===== src/rtl/mcpu_plus_core.sv =====
// mcpu_plus_core: single-cycle accumulator CPU with prefix-chained immediates and register file.
// Define MCPU_RETSTACK_EN for CALL/RET with a circular return stack; otherwise 111010 is JMPA.
module mcpu_plus_core #(
    parameter int DATA_W      = 8,
    parameter int PC_W        = 8,
    parameter int NREGS       = 8,
    parameter int STACK_DEPTH = 4
) (
    input  logic              clk,
    input  logic              rst_n,
    input  logic [5:0]        inst_in,
    output logic [DATA_W-1:0] cpu_out,
    output logic              stk_err
);
    localparam logic [5:0] OP_NOT  = 6'b111000;
    localparam logic [5:0] OP_NEG  = 6'b111001;
    localparam logic [5:0] OP_CALL = 6'b111010;
    localparam logic [5:0] OP_RET  = 6'b111100;

    logic [DATA_W-1:0] accu, accu_nx, rd, pc_ext;
    logic [DATA_W-1:0] regs [8];
    logic [DATA_W:0]   sum;
    logic [PC_W-1:0]   pc, pc_nx, pc_inc, off, ret_pc;
    logic [7:0]        off8;
    logic [3:0]        imm;
    logic [2:0]        r;
    logic              carry, carry_nx, iflag, reg_ok, ret_empty;

    assign imm    = inst_in[3:0];
    assign r      = inst_in[2:0];
    assign reg_ok = int'(r) < NREGS;
    assign rd     = reg_ok ? regs[r] : '0;
    assign sum    = {1'b0, accu} + {1'b0, rd};
    assign pc_inc = pc + PC_W'(1);
    // After an LDI the low accu nibble extends the branch offset to 8 bits
    assign off8   = iflag ? {imm, accu[3:0]} : 8'($signed(imm));
    assign off    = PC_W'($signed(off8));

    always_comb begin
        pc_ext = '0;
        pc_ext[PC_W-1:0] = pc;
    end

    assign cpu_out = clk ? pc_ext : accu;

    always_comb begin
        accu_nx  = accu;
        carry_nx = carry;
        pc_nx    = pc_inc;
        casez (inst_in)
            6'b00????: begin
                pc_nx    = carry ? pc_inc : pc + off;
                carry_nx = 1'b0;
            end
            6'b01????: accu_nx = iflag ? {accu[DATA_W-5:0], imm} : DATA_W'($signed(imm));
            6'b100???: {carry_nx, accu_nx} = sum;
            6'b110???: accu_nx = rd;
            OP_NOT:    accu_nx = ~accu;
            OP_NEG: begin
                accu_nx  = -accu;
                carry_nx = accu == '0;
            end
            OP_CALL:   pc_nx = accu[PC_W-1:0];
            OP_RET:    pc_nx = ret_empty ? pc_inc : ret_pc;
            default:   ;
        endcase
    end

    always_ff @(posedge clk) begin
        if (!rst_n) begin
            accu  <= '0;
            carry <= 1'b0;
            iflag <= 1'b0;
            pc    <= '0;
        end else begin
            accu  <= accu_nx;
            carry <= carry_nx;
            iflag <= inst_in[5:4] == 2'b01;
            pc    <= pc_nx;
        end
    end

    always_ff @(posedge clk) begin
        if (rst_n && inst_in[5:3] == 3'b101 && reg_ok) regs[r] <= accu;
    end

`ifdef MCPU_RETSTACK_EN
    localparam int TW  = STACK_DEPTH > 1 ? $clog2(STACK_DEPTH) : 1;
    localparam int SPW = $clog2(STACK_DEPTH + 1);

    logic [PC_W-1:0] stack [STACK_DEPTH];
    logic [TW-1:0]   top, top_inc, top_dec;
    logic [SPW-1:0]  sp;
    logic            push, pop, full;

    assign push      = inst_in == OP_CALL;
    assign pop       = inst_in == OP_RET;
    assign full      = sp == SPW'(STACK_DEPTH);
    assign ret_empty = sp == '0;
    // top is the next write slot; a full push overwrites the oldest entry
    assign top_inc   = top == TW'(STACK_DEPTH - 1) ? '0 : top + TW'(1);
    assign top_dec   = top == '0 ? TW'(STACK_DEPTH - 1) : top - TW'(1);
    assign ret_pc    = stack[top_dec];

    always_ff @(posedge clk) begin
        if (!rst_n) begin
            top     <= '0;
            sp      <= '0;
            stk_err <= 1'b0;
        end else begin
            if (push) begin
                top <= top_inc;
                sp  <= full ? sp : sp + SPW'(1);
            end
            if (pop && !ret_empty) begin
                top <= top_dec;
                sp  <= sp - SPW'(1);
            end
            stk_err <= stk_err | (push && full) | (pop && ret_empty);
        end
    end

    always_ff @(posedge clk) begin
        if (rst_n && push) stack[top] <= pc_inc;
    end
`else
    assign ret_empty = 1'b1;
    assign ret_pc    = pc_inc;
    assign stk_err   = STACK_DEPTH < 1;
`endif
endmodule


===== config.mk =====
export PLATFORM = sky130hd
export DESIGN_NAME = mcpu_plus_core
export DESIGN_NICKNAME = d
export VERILOG_FILES = /design/src/rtl/mcpu_plus_core.sv
export SDC_FILE = /design/constraint.sdc
export NUM_CORES = 1
export LEC_CHECK = 0
export ABC_AREA = 1
export CORE_MARGIN = 5
export CORE_UTILIZATION = 55
export DETAILED_ROUTE_END_ITERATION = 6
export PLACE_DENSITY = 0.72
export SYNTH_ARGS = -nofsm -noshare
export SYNTH_HDL_FRONTEND = slang
export SYNTH_SLANG_ARGS = --single-unit

===== constraint.sdc =====
create_clock -name clk -period 2.8 [get_ports clk]
set_clock_uncertainty 0.2 [all_clocks]
set_input_delay 0.56 -clock clk [delete_from_list [all_inputs] [get_ports clk]]
set_output_delay 0.56 -clock clk [all_outputs]
set_load 0.01 [all_outputs]

==> flow_results.org <==
** Outcome
- The flow ran to the end, and the final reports show no timing, DRC or antenna violations.

** Global route
- For this run, global-route usage on met1 was measured as 0.345.
- For this run, global-route usage on met3 was measured as 0.0539.
- For this run, global-route usage on met2 was measured as 0.421.
- The global routing stage identified its most utilized layer as met2.
- The number of global-route vias before repair was 4,285.
- Maximum number of pins on one net before global-route repair :: 18
- GRT Util Overall :: 0.264
- Global routing finished with a remaining overflow of 0.
- Wire length of the first global-routing pass :: roughly 21,000 um
- Initial antenna violation count :: 0

** Yosys
- Share of synthesized flip-flops with an asynchronous set or reset :: 0
- Number of flops mapped to enable cells by yosys :: 64
- Total of warnings raised by yosys :: 0
- Post-synthesis xor/xnor area fraction :: 0.0131
- The cell count after synthesis came out at between 500 and 600.
- Of the total synthesized cell area, the portion taken by AND, OR, NAND and NOR gates is 0.255.
- Flop and latch count out of synthesis :: between 80 and 90
- The most used flip-flop cell after synthesis is sky130_fd_sc_hd__edfxtp_1.
- Of the synthesized area, sequential elements account for 0.489.
- By area, the combinational part of the netlist is dominated by simple AND/OR/NAND/NOR gates.
- Synth Area per Inst :: 8.31 sq um
- The portion of synthesized area spent on multiplexers is 0.
- Yosys cell types :: 41
- Of the total synthesized cell area, the portion taken by full adders, half adders and majority gates is 0.0542.
- Post-synth design cell area :: approximately 4700 sq um
- Total nets after synthesis :: approximately 590
- The complex-gate fraction of the synthesized area is 0.125.

** Flow run
- The tool flagged a number of max-cap violations equal to 0.

** Clock network
- At the later pin of the worst-skew pair, clock insertion delay measures around 0.46 ns.
- CTS clock-pin slew for the worst setup and hold paths :: approximately 0.09 ns
- CTS tree :: built
- Post-CTS Hold Buffers :: 0

** Setup path
- For this design, the slowest cell found on the critical path is sky130_fd_sc_hd__buf_2.
- Crit Reg-Reg Endpoint :: accu[6]
- Number of buffers and inverters on the critical path :: 4
- Source of the worst register-to-register timing path :: regs[6][0]
- Cell repeated most along the worst path :: sky130_fd_sc_hd__buf_8
- Cell family contributing the most delay on the critical path :: buffers and inverters
- The worst register-to-register path has a depth of 13.
- Type of the worst setup path :: clk2out
- The worst setup path is launched from a clock port.
- The critical path goes through buf_8 -> buf_8 -> clkbuf_16 -> o21ai_2 -> buf_2.
- In this run the number of cells on the critical path is 5.
- Critical Path AT :: a little over 2 ns
- In this run the worst path has a maximum fanout of 4.
- Data required time at the worst endpoint :: just over 2 ns
- In this design, the stage delay of the slowest critical-path cell is about 0.15 ns.
- Reg-to-reg setup timing slack :: 0.24 ns
- STA classifies the critical path endpoint as a primary output.

** Power and ir drop
- The analysis attributes to cell leakage a power of ~2.5 nW.
- The design draws 3.57 mW.
- In this run the power spent charging and discharging nets is about 1.1 mW.
- Int Power :: about 2.4 mW
- Part of the power in registers :: 0.389
- Combinational fraction of design power :: 0.165
- Highest ir drop seen on vdd :: between 0.0005 and 0.0006 V
- Switching share of total power :: 0.319
- Of the total power, the clock network draws 0.445.
- Total power per unit cell area :: 621 nW/um^2

** Floorplanning
- The floorplan step defined a core boundary enclosing between 8000 and 9000 sq um.
- Die Span Y :: just over 100 um
- After floorplanning, the core was divided into 33 placement rows.
- The die covers roughly 10,000 sq um.
- The floorplan step set the die width to slightly above 100 um.
- Effective utilization at floorplan :: 0.565
- Number of ports placed on the die boundary :: 17

** Final layout
- Post-layout nets :: roughly 670
- Ratio of cells with drive above 1 in the final layout :: 0.205
- The layout has 643 filler cells.
- The library cells used most frequently in the layout, excluding fill and tap cells, are sky130_fd_sc_hd__nand2_1, sky130_fd_sc_hd__nor2_1, sky130_fd_sc_hd__edfxtp_1, sky130_fd_sc_hd__buf_4, sky130_fd_sc_hd__inv_1.
- ANT cells :: 0
- Commonest non-fill, non-tap cell in the layout :: sky130_fd_sc_hd__nand2_1
- Post-synthesis to final-layout area growth :: 23.3%

** Drt
- Total DRC errors in the routed layout :: 0
- In this run the remaining antenna-violating nets after routing total 0.
- Drt initial violations :: 392
- After detailed routing, the average wire length per cell comes to 17.5 um.
- In the routed layout, each cell is associated on average with a via count of 5.83.
- Total wire length :: 13,200 um
- The final route contains 4,372 vias.
- Number of iterations in the first detailed-routing pass :: 7

** Placement
- Post-DP HPWL :: about 9500 um
- In this run the tool buffered the top-level ports with 15 buffer cells.
- Placer Congestion :: just over 0.9
- Pre-CTS WS :: -0.748 ns

** Timing
- Number of slew-limit violations in the final report :: 0
- Final-report setup violation count :: 0
- For the pin with the worst max-slew slack, the measured transition is about 0.5 ns.
- RSZ-0062 raised after global routing :: yes
- Tightest hold margin :: between 0.3 and 0.4 ns
- In this run the tightest slew margin relative to its limit is 0.667.
- Final hold violation count :: 0
- Crit path setup slack, layout :: approximately 0.0039 ns

** Hold path
- Startpoint of the lowest-slack hold path :: carry
- Path category of the worst min-delay check :: reg2reg
- The worst hold path terminates at carry.
- The worst hold path passes through 2 cells.
==> what timing repair did <==
item / in CTS / in global routing
setup buffers: 1 / 0
endpoints found under the hold margin: 0 / 0
pin swaps: 5 / 4
cloned: 0 / 0
setup endpoints to repair: 18 / 18
gates resized for setup: 62 / 22
==> state kept, by name, summed over array words and instances, names as in the netlist <==
name / cells
carry: 1
pc: 8
iflag: 1
accu: 8
regs: 64
==> per-stage QoR <==
step | area [sq um] | setup TNS (ns) | util | std cells
after floorplan | 4660 | 0 | - | 561
after global placement | 5330 | -6.59 | 0.646 | 726
after detailed placement | 5330 | -7.65 | 0.646 | 726
after CTS | 5700 | -0.159 | 0.691 | 750
after global routing | 5750 | -0.0424 | 0.697 | 750
final | 5750 | 0 | 0.697 | 750
==> power by group through the flow <==
| stage | Clock (mW) | Combinational, mW | Sequential [mW] |
|---|---|---|---|
| 2_1_floorplan | 0.0838 | 0.344 | 1.41 |
| 3_3_place_gp | 0.131 | 0.545 | 1.41 |
| 3_5_place_dp | 0.131 | 0.562 | 1.41 |
| 4_1_cts | 1.53 | 0.571 | 1.39 |
| 5_1_grt | 1.69 | 0.651 | 1.39 |
| 6_report | 1.59 | 0.589 | 1.39 |
==> cells by family (layout without fill, tap and decap cells) <==
family	count (synthesis)	count (layout)
buffers and inverters	74	158
adders and majority gates	19	19
AOI/OAI and AO/OA	105	105
xor gates and xnor gates	7	7
DFF	82	82
other	1	1
and+or+nand+nor	273	273
==> metal layers <==
metal | routed length [um] | part of all wire | vias to the layer above
met2 | 6030 | 0.46 | 226
met1 | 5520 | 0.42 | 2009
met5 | 0 | 0 | -
met4 | 431 | 0.033 | 0
li1 | - | - | 2078
met3 | 1180 | 0.089 | 59
==> layout make-up <==
cell class / count / area [sq um] / share of cell area
repair buffers: 68 / 528 / 0.0918
inverters: 58 / 220 / 0.0383
well taps: 105 / 131 / 0.0228
multi-input cells: 405 / 2190 / 0.381
clock buffers: 25 / 320 / 0.0557
flip-flops and latches: 82 / 2280 / 0.397
clock inverters: 7 / 76.3 / 0.0133
==> worst max-delay path by stage <==
stage	startpoint	end	slack, ns
after global placement	inst_in[1]	accu[3]	-0.68
after CTS	clk	cpu_out[0]	-0.07
after global routing	clk	cpu_out[2]	-0.03
after floorplan	inst_in[2]	accu[2]	0.06
final	clk	cpu_out[2]	0.004
after detailed placement	inst_in[1]	accu[3]	-0.75
==> cells in the mapped netlist (6+ instances only) <==
cell type                  number  area share
sky130_fd_sc_hd__a21oi_1       35       0.038
sky130_fd_sc_hd__and2_1         7      0.0094
sky130_fd_sc_hd__clkbuf_1       9      0.0072
sky130_fd_sc_hd__dfxtp_1       18       0.077
sky130_fd_sc_hd__edfxtp_1      64        0.41
sky130_fd_sc_hd__ha_1          17       0.046
sky130_fd_sc_hd__inv_1         51       0.041
sky130_fd_sc_hd__inv_2          7      0.0056
sky130_fd_sc_hd__nand2_1      124        0.10
sky130_fd_sc_hd__nand3_1       42       0.045
sky130_fd_sc_hd__nand4_1       15       0.020
sky130_fd_sc_hd__nor2_1        65       0.052
sky130_fd_sc_hd__nor3_1         6      0.0064
sky130_fd_sc_hd__o21ai_0       38       0.041
sky130_fd_sc_hd__o21ai_1        8      0.0086
sky130_fd_sc_hd__xor2_1         7       0.013
==> worst min-delay path: cells and delay by family (launching register included) <==
kind | cells | cell delay, ns
AOI/OAI and AO/OA | 1 | 0.06
DFF | 1 | 0.36
and+or+nand+nor | 1 | 0.10
Power figures use the tool's default switching activity.
==> RTL edit 1 (same flow settings) <==
Change the parameter `DATA_W` from 8 to 9.
--- a/src/rtl/mcpu_plus_core.sv
+++ b/src/rtl/mcpu_plus_core.sv
@@ -2,5 +2,5 @@
 // Define MCPU_RETSTACK_EN for CALL/RET with a circular return stack; otherwise 111010 is JMPA.
 module mcpu_plus_core #(
-    parameter int DATA_W      = 8,
+    parameter int DATA_W      = 9,
     parameter int PC_W        = 8,
     parameter int NREGS       = 8,
Ports: changed (resized cpu_out); port bits go from 17 to 18. No check against the original RTL was run, so the function may have changed too.
==> RTL edit 1 against the original RTL <==
Critical path type unchanged; non-clock buffer count grew 37; count of clock-buffer cells in the layout grew 5; sequential cell count grew 9; wire length grew 19%; setup slack lost 12 ps; sequential power grew 11%; synthesized area grew 11%; critical path depth grew 1; the run now ends with setup timing left; cell area grew 18%; largest power group unchanged; core utilization grew 4.3 points; power grew 18%.
==> RTL edit 1: results (changes against the original RTL) <==
metric	value	unit	change
Worst slew margin	62.53	%	-4.2 points
clk cell area share	7.105	%	+0.21 points
first-pass GRT wire length	24760	um	+19%
share of cells above drive strength 1	27.88	%	+7.4 points
failing checks	setup timing		
M1 wire length	6094	um	+10%
outcome	complete, but fails checks		
Avg Inst Size Synth	8.603	um^2	+3.5%
1st-iter DRT viols	423		+7.9%
Post-Place Cells	797		+9.8%
routing usage on met1	34.83	%	+0.33 points
dpl hpwl	10720	um	+13%
Static Leak	2.940	nW	+20%
top flop regs	regs x72, accu x9, pc x8		
Fin Setup TNS	-10.10	ps	-10.10 ps
Nets	751		+13%
Final Non-Filler Cells	839		+12%
Min-Delay Path Depth	0		-2
Non-clock buffers	105		+54%
Met2 Routed Length	7608	um	+26%
vias	4940		+13%
final worst slack	-8.494	ps	-12.43 ps
Cell variety after synth	47		+15%
post-synth net total	632		+7.5%
Power Sequential	1.54	mW	+11%
Setup-failing EPs final	2		+2
Synth Register Bits	91		+11%
worst hold slack	369.6	ps	+4.768 ps
switching pwr	1.318	mW	+16%
vias in the first global route	5007		+17%
total track usage	28.22	%	+1.8 points
Multi-input comb cells	428		+5.7%
Non-clock buffers, area share	12.35	%	+3.2 points
[RTL edit 1: through the flow]
step | power [mW] | worst slack, ps | cell area (um^2)
2_1_floorplan | 2.057 | 10.78 | 5214
3_3_place_gp | 2.372 | -660.2 | 6062
3_5_place_dp | 2.388 | -746.5 | 6062
4_1_cts | 4.145 | -33.58 | 6715
5_1_grt | 4.401 | -30.39 | 6798
6_report | 4.230 | -8.494 | 6798
[RTL edit 1: logic make-up (layout without fill, tap and decap cells)]
| logic type | after synthesis | in the layout | share of synthesized area (%) |
|---|---|---|---|
| other | 1 | 1 | 0.07229 |
| AO/OA/AOI/OAI | 106 | 106 | 12.04 |
| flip-flops | 91 | 91 | 49.01 |
| adder cells (fa/ha/maj) | 21 | 21 | 5.355 |
| buffers and inverters | 84 | 209 | 6.754 |
| XOR/XNOR | 8 | 8 | 1.351 |
| AND/OR/NAND/NOR | 292 | 292 | 25.42 |
==> RTL edit 2 (same settings) <==
Without the edit above. Put a register stage on the output `cpu_out`, cleared by the reset. The value now appears one clock later. The other outputs are not delayed to match.
--- a/src/rtl/mcpu_plus_core.sv
+++ b/src/rtl/mcpu_plus_core.sv
@@ -42,5 +42,11 @@
     end
 
-    assign cpu_out = clk ? pc_ext : accu;
+    always_ff @(posedge clk) begin
+        if (!rst_n) begin
+            cpu_out <= '0;
+        end else begin
+            cpu_out <= clk ? pc_ext : accu;
+        end
+    end
 
     always_comb begin
Function: changed (a bounded check fails within 4 cycles, from zero or initial values and one cycle with rst_n low).
==> RTL edit 2 against the original RTL <==
The run now ends with hold timing left; highest routed layer unchanged; wire length rose by 3.9%; via count is 3.0% higher; setup slack better by 250 ps; register-to-register slack better by 60 ps; first-iteration DRC count is 32% higher; synthesized area increased by 4.1%; sequential cell count rose by 8; power up 5.4%; cell area up 4.2%; final cell count is 3.2% higher; non-clock buffer count is 21 higher; worst hold slack got worse by 580 ps.
==> RTL edit 2: results (changes against the original RTL) <==
metric	value	unit	change
crit path max-delay cell type	fa_1		
Fin. Hold Viols	6		+6
ranking of synthesized cells by area	edfxtp_1, dfxtp_1, nand2_1		
multi-input logic area	2131	um^2	-2.9%
worst skew pair latency	480	ps	+20 ps
Routed WL	13670	um	+3.9%
Worst Setup SP	inst_in[0]		
hold_sp	clk		
Static Leak	2.541	nW	+3.3%
Multi-input comb cells	401		-0.99%
vias per cell	5.819		-0.18%
outcome	complete, but fails checks		
drt first pass iters	5		-2
full die area	10810	um^2	+3.7%
worst hold slack	-214.4	ps	-579.3 ps
FF+latch count	90		+9.8%
failing checks	hold timing		
crit path max fanout	6		+2
worst r2r src	regs[0][0]$_DFFE_PP_		
setup slack at placement	-758.8	ps	-10.93 ps
Nets	687		+3.0%
post-CTS sizing	4		-94%
Gate power share	18.5	%	+2.0 points
largest net degree at the start of global routing	19		+1
setup bufs post-CTS	0		-1
==> RTL edit 2: cell count changes after synthesis, moves of 3 or more <==
cell	delta
a21oi_1	+6
o21ai_1	-8
nand4_1	+3
clkbuf_1	+3
a22oi_1	+3
o21ai_0	+3
nand2_1	-8
dfxtp_1	+8
==> RTL edit 2: power groups by stage <==
stage                     Clock [mW]  Combinational [mW]  Sequential [mW]
after floorplan                0.101               0.353             1.59
after global placement        0.0704               0.666             1.57
after detailed placement      0.0704               0.679             1.58
after CTS                       1.54               0.684             1.55
after global routing            1.63               0.755             1.55
final                           1.52               0.695             1.55
==> RTL edit 2: through the flow <==
step | std cells | utilization (%)
3_5_place_dp | 746 | 64.79
5_1_grt | 774 | 69.07
4_1_cts | 774 | 69.06
6_report | 774 | 69.07
3_3_place_gp | 746 | 64.79
2_1_floorplan | 566 | -
==> RTL edit 2: kinds of logic (layout without fill, tap and decap cells) <==
family	Yosys count	in the layout	synth area share [%]
fa+ha+maj	19	19	5.206
flops	90	90	50.31
other cells	1	1	0.07725
compound gates	107	107	12.16
buf+inv	75	175	5.979
xor+xnor	9	9	1.624
simple gates	265	265	24.64
==> RTL edit 2: worst paths after layout <==
check / end / slack (ps) / cells past startpoint
hold reg to reg: cpu_out[5]$_SDFF_PN0_ / 350 / 2
setup reg to reg: accu[4]$_SDFFE_PN0P_ / 300 / 13
setup / recovery: accu[4]$_SDFFE_PN0P_ / 260 / 15
hold / removal: cpu_out[6]$_SDFF_PN0_ / -210 / 4
==> RTL edit 2: metal layers <==
metal / vias up / part of all wire (%) / GRT usage [%]
met5: - / 0 / 0
met4: 0 / 2.9 / 11.93
met3: 44 / 8.1 / 5.462
met2: 213 / 46 / 39.44
met1: 2113 / 43 / 33.87
li1: 2134 / - / -
